## src/rtl/nf_cf_bank_if.sv

```systemverilog
// nf_cf_bank_if: bus between a driver and the null-fresh quadratic component-function bank
//   en        pipeline advance (0 = stall)
//   flush     valid-clear, only acts while en=1
//   in_valid  a/b/c/d carry a valid sharing
//   a,b,c,d   3 shares per channel, bit ch*3+(s-1) = share s of channel ch
//   y0,y1     OUT_SH shares per channel, bit ch*OUT_SH+k = share k of channel ch
//   out_valid y0/y1 hold a valid sharing
interface nf_cf_bank_if #(
    parameter int NUM_CH   = 16,
    parameter int COMPRESS = 1
);
    localparam int OUT_SH = (COMPRESS != 0) ? 3 : 9;
    logic                     en;
    logic                     flush;
    logic                     in_valid;
    logic [3*NUM_CH-1:0]      a;
    logic [3*NUM_CH-1:0]      b;
    logic [3*NUM_CH-1:0]      c;
    logic [3*NUM_CH-1:0]      d;
    logic [OUT_SH*NUM_CH-1:0] y0;
    logic [OUT_SH*NUM_CH-1:0] y1;
    logic                     out_valid;
    modport master (output en, flush, in_valid, a, b, c, d, input y0, y1, out_valid);
    modport slave  (input en, flush, in_valid, a, b, c, d, output y0, y1, out_valid);
endinterface

```

## src/rtl/nf_cf_bank.sv

```systemverilog
// nf_cf_bank: channel-parallel 3-share null-fresh quadratic component functions
//   y0 = d&c ^ b and y1 = a ^ b ^ d&c ^ d&b, 9 cross-share terms registered per channel,
//   optionally compressed to 3 shares in a second registered stage.
//   clk    rising-edge clock
//   rst_n  asynchronous active-low reset, clears all data and valid registers
//   bus    nf_cf_bank_if slave: en/flush/in_valid/a/b/c/d in, y0/y1/out_valid out
module nf_cf_bank #(
    parameter int NUM_CH   = 16,
    parameter int COMPRESS = 1
) (
    input logic        clk,
    input logic        rst_n,
    nf_cf_bank_if.slave bus
);
    localparam int TW = 9 * NUM_CH;

    // Row i of the 3x3 term grid sits at bits i*3+:3, column j inside the row.
    // Each term carries its own linear share so that every output share stays
    // non-complete; the linear parts were chosen to sum to b (y0) and a^b (y1).
    function automatic logic [17:0] cf_terms(input logic [2:0] a, input logic [2:0] b,
                                             input logic [2:0] c, input logic [2:0] d);
        logic [8:0] dc, db, l0, l1;
        dc = {{3{d[2]}} & c, {3{d[1]}} & c, {3{d[0]}} & c};
        db = {{3{d[2]}} & b, {3{d[1]}} & b, {3{d[0]}} & b};
        l0 = {c[2], 1'b0, b[0], b[1], 1'b0, c[0], d[0] ^ c[2] ^ b[2], 1'b0, d[0] ^ c[0]};
        l1 = {d[2] ^ c[2] ^ b[2], d[2], a[2] ^ b[0], d[1] ^ c[2] ^ b[2], c[1],
              a[1] ^ d[1], b[2], c[1] ^ b[1], a[0]};
        return {dc ^ db ^ l1, dc ^ l0};
    endfunction

    logic [TW-1:0] t0_d, t1_d, t0_q, t1_q;
    logic          v1_q;

    genvar n;
    generate
        for (n = 0; n < NUM_CH; n++) begin : g_ch
            assign {t1_d[n*9+:9], t0_d[n*9+:9]} =
                cf_terms(bus.a[n*3+:3], bus.b[n*3+:3], bus.c[n*3+:3], bus.d[n*3+:3]);
        end
    endgenerate

    // Glitch barrier: every term is registered on its own before any recombination.
    always_ff @(posedge clk or negedge rst_n) begin
        if (!rst_n) begin
            t0_q <= '0;
            t1_q <= '0;
            v1_q <= 1'b0;
        end else if (bus.en) begin
            t0_q <= t0_d;
            t1_q <= t1_d;
            v1_q <= bus.in_valid & ~bus.flush;
        end
    end

    generate
        if (COMPRESS != 0) begin : g_cmp
            logic [3*NUM_CH-1:0] y0_d, y1_d, y0_q, y1_q;
            logic                v2_q;
            for (n = 0; n < NUM_CH; n++) begin : g_ch
                // Output share i folds row i of the grid (terms (i,1),(i,2),(i,3)).
                assign y0_d[n*3+:3] = {^t0_q[n*9+6+:3], ^t0_q[n*9+3+:3], ^t0_q[n*9+:3]};
                assign y1_d[n*3+:3] = {^t1_q[n*9+6+:3], ^t1_q[n*9+3+:3], ^t1_q[n*9+:3]};
            end
            always_ff @(posedge clk or negedge rst_n) begin
                if (!rst_n) begin
                    y0_q <= '0;
                    y1_q <= '0;
                    v2_q <= 1'b0;
                end else if (bus.en) begin
                    y0_q <= y0_d;
                    y1_q <= y1_d;
                    v2_q <= v1_q & ~bus.flush;
                end
            end
            assign bus.y0        = y0_q;
            assign bus.y1        = y1_q;
            assign bus.out_valid = v2_q;
        end else begin : g_raw
            assign bus.y0        = t0_q;
            assign bus.y1        = t1_q;
            assign bus.out_valid = v1_q;
        end
    endgenerate
endmodule

```

## src/flat_wrapper.sv

```systemverilog
// flat-port wrapper written by rule: the top's interface ports become plain ports
module nf_cf_bank_flat 
#(
    parameter int NUM_CH   = 16,
    parameter int COMPRESS = 1
)
  (clk, rst_n, bus_en, bus_flush, bus_in_valid, bus_a, bus_b, bus_c, bus_d, bus_y0, bus_y1, bus_out_valid);
  nf_cf_bank_if #(.NUM_CH(NUM_CH), .COMPRESS(COMPRESS)) bus_i ();
  input logic clk;
  input logic rst_n;
  input wire logic [$bits(bus_i.en)-1:0] bus_en;
  input wire logic [$bits(bus_i.flush)-1:0] bus_flush;
  input wire logic [$bits(bus_i.in_valid)-1:0] bus_in_valid;
  input wire logic [$bits(bus_i.a)-1:0] bus_a;
  input wire logic [$bits(bus_i.b)-1:0] bus_b;
  input wire logic [$bits(bus_i.c)-1:0] bus_c;
  input wire logic [$bits(bus_i.d)-1:0] bus_d;
  output wire logic [$bits(bus_i.y0)-1:0] bus_y0;
  output wire logic [$bits(bus_i.y1)-1:0] bus_y1;
  output wire logic [$bits(bus_i.out_valid)-1:0] bus_out_valid;
  assign bus_i.en = bus_en;
  assign bus_i.flush = bus_flush;
  assign bus_i.in_valid = bus_in_valid;
  assign bus_i.a = bus_a;
  assign bus_i.b = bus_b;
  assign bus_i.c = bus_c;
  assign bus_i.d = bus_d;
  assign bus_y0 = bus_i.y0;
  assign bus_y1 = bus_i.y1;
  assign bus_out_valid = bus_i.out_valid;
  nf_cf_bank #(.NUM_CH(NUM_CH), .COMPRESS(COMPRESS)) u_core (.clk(clk), .rst_n(rst_n), .bus(bus_i));
endmodule
```

## config.mk

```make
export PLATFORM = sky130hd
export DESIGN_NAME = nf_cf_bank_flat
export DESIGN_NICKNAME = d
export VERILOG_FILES = /design/src/rtl/nf_cf_bank_if.sv /design/src/rtl/nf_cf_bank.sv /design/src/flat_wrapper.sv
export SDC_FILE = /design/constraint.sdc
export NUM_CORES = 1
export LEC_CHECK = 0
export CAP_MARGIN = 25
export CORE_MARGIN = 3
export CORE_UTILIZATION = 55
export DETAILED_ROUTE_END_ITERATION = 8
export PLACE_DENSITY = 0.79
export SYNTH_ARGS = -nofsm -noshare
export SYNTH_HDL_FRONTEND = slang
export SYNTH_SLANG_ARGS = --single-unit
```

## constraint.sdc

```tcl
create_clock -name clk -period 1.4 [get_ports clk]
set_input_delay 0.14 -clock clk [delete_from_list [all_inputs] [get_ports clk]]
set_output_delay 0.14 -clock clk [all_outputs]
set_load 0.05 [all_outputs]
```

-- Word-level counts from Yosys, hierarchy flattened
Index checks and enable logic that the tools add are counted.
- bitwise operators: 307
- reduce and logical (&&, ||, !) cells: 96
- operators with widths (operator ; count):
    $xor 9x9->9 ; 48
    $and 3x3->3 ; 96
    $reduce_xor 3->1 ; 96
    $xor 1x1->1 ; 160
    $and 1x1->1 ; 2
    $not 1->1 ; 1
- flip-flop bits (word level): 386
- input bits: 197
- output and inout bits: 97
- logic and storage cells: 409

-- Depth between registers and ports, before layout
- depth after elaboration: 3
- depth in mapped cells: 5
- depth with buffers taken out: 5

-- Worst setup path before layout
Ideal clock, no wire load.
- path kind: input to register
- start point: input port bus_d[34]
- end point: register u_core.t1_q[104]
- setup time: 0.125 ns
- data arrival time: 0.929 ns
- data required time: 1.275 ns
- slack: 0.346 ns
- stages: 4
- buffers on the path: 0
- cells stage by stage: ha_1 -> xnor2_1 -> xnor2_1 -> mux2_2
- cells in the longest elaborated chain, start to end: 3
- elaborated cells between the ends (all ways): 6
- those cells by class: bitwise (6)
- ends and longest elaborated chain (what ; RTL line ; RTL):
    start, declared ; flat_wrapper.sv:17 ; input wire logic [$bits(bus_i.d)-1:0] bus_d;
    $and 3x3->3 (tied with other cells) ; nf_cf_bank.sv:23 ; dc = {{3{d[2]}} & c, {3{d[1]}} & c, {3{d[0]}} & c};
    $xor 9x9->9 / $xor 1x1->1 (equally long branches) ; nf_cf_bank.sv:28, nf_cf_bank.sv:26 ;
    $xor 9x9->9 * ; nf_cf_bank.sv:28 ; return {dc ^ db ^ l1, dc ^ l0};
    end signal, assigned ; nf_cf_bank.sv:50 ; t1_q <= t1_d;
    end, declared ; nf_cf_bank.sv:31 ; logic [TW-1:0] t0_d, t1_d, t0_q, t1_q;
Every way passes the cells marked *; elsewhere a longest branch is shown, timed or not.
A chain may end at the register's enable or synchronous reset.

-- Worst setup path in the final report
- start point: register u_core.g_cmp.y0_q[23], in the netlist u_core.bus.y0[23]
- end point: output port bus_y0[23]
- RTL lines (what ; RTL line ; RTL):
    start, declared ; nf_cf_bank.sv:57 ; logic [3*NUM_CH-1:0] y0_d, y1_d, y0_q, y1_q;
    start signal, assigned ; nf_cf_bank.sv:70 ; y0_q <= y0_d;
    end, declared ; flat_wrapper.sv:18 ; output wire logic [$bits(bus_i.y0)-1:0] bus_y0;
No word-level cell between the ends.

==> metrics <==
M1 wire length just under 20,000 um; Max-Cap Viols 0; critical path endpoint category primary output; I/O pin count roughly 290; Rows 69; crit path max fanout 2; period utilisation layout 94.6%; I/O Buffers between 200 and 300; sequential share of the synthesized area 48.1%; RSZ-0062 raised after global routing false; slowest stage cell on the critical path dfrtp_1; Clock Latency Late Sink between 0.5 and 0.6 ns; dpl cells around 2,700; Initial Util approximately 56%; Post-Syn Nets 2,079; largest net degree at the start of global routing 53; Min-Delay Path Class input pin to flip-flop; Worst path max stage delay 0.41 ns; CP Cell Sequence buf_4; startpoint types flip-flop; DIE HEIGHT around 200 um; Worst EP arrival approximately 1.2 ns; Achievable Freq 755 MHz; P&R area growth vs syn 30.3%; WS Path Type flip-flop to primary output; Final setup viols 0; antenna violations before repair 9; first-pass GRT wire length approximately 75,000 um; layout cells sized above 1 24.0%; Clock Skews between 0.01 and 0.015 ns; Worst Tran Pin Value about 0.53 ns; Crit path max-delay family flip-flops; maximum vdd drop ~1.3 mV; # fillers between 2,000 and 2,500; via count roughly 14,000; syn avg cell area about 11 um^2; CP required 1.26 ns; Routed Antenna Nets 0; Root Driver clkbuf_16; Tot GR Track Use between 20% and 30%; worst path bufs/invs 1; Die Width about 200 um; first drt pass iteration count 5; FF+latch area just under 0.01 mm^2; clk sink count a little under 400; Clock transition at path regs 0.06 ns; post-route minimum period approximately 1.3 ns; Gate Count Post-Synth around 1,800; reg2reg start u_core.t1_q[66]$_DFFE_PN0P_; most frequent cells in the layout 386 x dfrtp_1, 352 x xnor2_1, 270 x buf_4, 194 x clkdlybuf4s50_1, 166 x mux2_2; DR iter-0 viols 700; Pwr Density ~1500 mW/mm^2; metal2 WL between 20,000 and 25,000 um; flops & latches, synth a little under 400; final hold viol count 0; CTS tree done; Cell variety after synth 22; slew margin rel. approximately two thirds; Final HPWL DP between 30,000 and 40,000 um; Pleak roughly 11 nW; vias in the first global route approximately 15,000; Post-layout nets 2,541; Post-CTS Setup Bufs 0; Die ar. between 0.03 and 0.04 mm^2; final WL about 45,000 um; Final Power about 40 mW; Placer Congestion approximately 0.86; pins over their slew limit 0; crit path launch u_core.bus.y0[23]$_DFFE_PN0P_; Residual DRC 0; post-layout worst setup margin ~0.075 ns; H-tree levels 2; grt total ovfl 0; pre-CTS WS -0.302 ns; core region area 0.0358 mm^2; run status finished clean; multi-input logic area 0.00943 mm^2; commonest non-fill, non-tap cell in the layout dfrtp_1; Non-Filler Instances around 2,800; uppermost layer routed met5; Num CTS Buffers 41; synthesized cell area around 0.02 mm^2; vias per cell between 5 and 6; drt wl/cell between 15 and 20 um; hold slack between 0.06 and 0.07 ns; warnings from Yosys 0; CTS Buffer Depth 3; WL met3 2020 um; HP Start bus_en
[cell usage after synthesis]
master,count,area share [%]
a21oi_1,96,2.4
a31o_2,16,0.70
a31oi_1,32,1.0
buf_2,47,1.2
buf_4,1,0.037
buf_6,27,1.5
clkbuf_1,7,0.13
dfrtp_1,386,48
ha_1,64,4.0
inv_1,114,2.1
mux2_1,10,0.56
mux2_2,166,9.3
mux2i_1,48,2.4
nand2_1,16,0.30
nand3_1,64,1.6
nand3b_1,2,0.075
nor2_1,160,3.0
nor2b_1,48,1.5
o21ai_0,98,2.4
or3_1,32,1.0
xnor2_1,352,15
xor2_1,32,1.4
[layout make-up]
type                       count  area share (%)
sequential                   386            36.9
multi-input combinational   1236            36.0
timing repair buffer         501            17.9
clock buffer                  57            4.54
tap                          461            2.20
inverter                     114            1.63
clock inverter                17           0.722
antenna                        8          0.0765
[worst paths after layout]
check	endpoint	slack, ns	depth (start not counted)
setup reg to reg	u_core.bus.y1[22]$_DFFE_PN0P_	0.18	3
hold / removal	u_core.bus.y1[27]$_DFFE_PN0P_	0.06	2
max in group asynchronous	u_core.t1_q[102]$_DFFE_PN0P_	0.65	3
hold reg to reg	u_core.bus.y1[9]$_DFFE_PN0P_	0.50	1
min in group asynchronous	u_core.bus.y1[21]$_DFFE_PN0P_	0.14	2
setup / recovery	bus_y0[23]	0.08	1
[registers in the layout (all words and copies together) (netlist names)]
signal	cells
u_core.bus.out_valid	1
u_core.bus.y0	48
u_core.bus.y1	48
u_core.t0_q	144
u_core.t1_q	144
u_core.v1_q	1
[stage by stage]
step	util, %	cell area [um^2]	TNS, ns
floorplan	-	20100	0
global placement	69.2	24800	-9.51
global route	73.1	26200	0
detailed placement	69.2	24800	-13.17
finish	73.1	26200	0
CTS	73.0	26200	0
[per-layer routing]
metal / vias up / GRT usage (%)
met3: 91 / 3.55
met1: 6969 / 30.7
met4: 2 / 9.61
met2: 318 / 39.9
met5: - / 0
li1: 6971 / -
[kinds of logic (layout without fill, tap and decap cells)]
family / after synthesis / count (layout) / synth area share (%)
buffers and inverters: 196 / 689 / 4.98
adder cells (fa/ha/maj): 64 / 64 / 3.99
AO/OA/AOI/OAI: 242 / 242 / 6.53
AND/OR/NAND/NOR: 322 / 322 / 7.45
XOR/XNOR: 384 / 384 / 16.7
other: 0 / 8 / 0
flip-flops: 386 / 386 / 48.1
multiplexers: 224 / 224 / 12.3
[report_power, final]
| part | switching, mW | total [mW] | internal [mW] |
|---|---|---|---|
| combinational | 7.67 | 13.9 | 6.20 |
| sequential | 1.70 | 15.1 | 13.4 |
| clock | 4.42 | 11.1 | 6.67 |
[timing repair]
| item | CTS | global route |
|---|---|---|
| endpoints found under the setup margin | 0 | 0 |
| resized for setup | 0 | 0 |
| endpoints found under the hold margin | 386 | 0 |
| hold buffers | 1 | 0 |
Power figures use the tool's default switching activity.
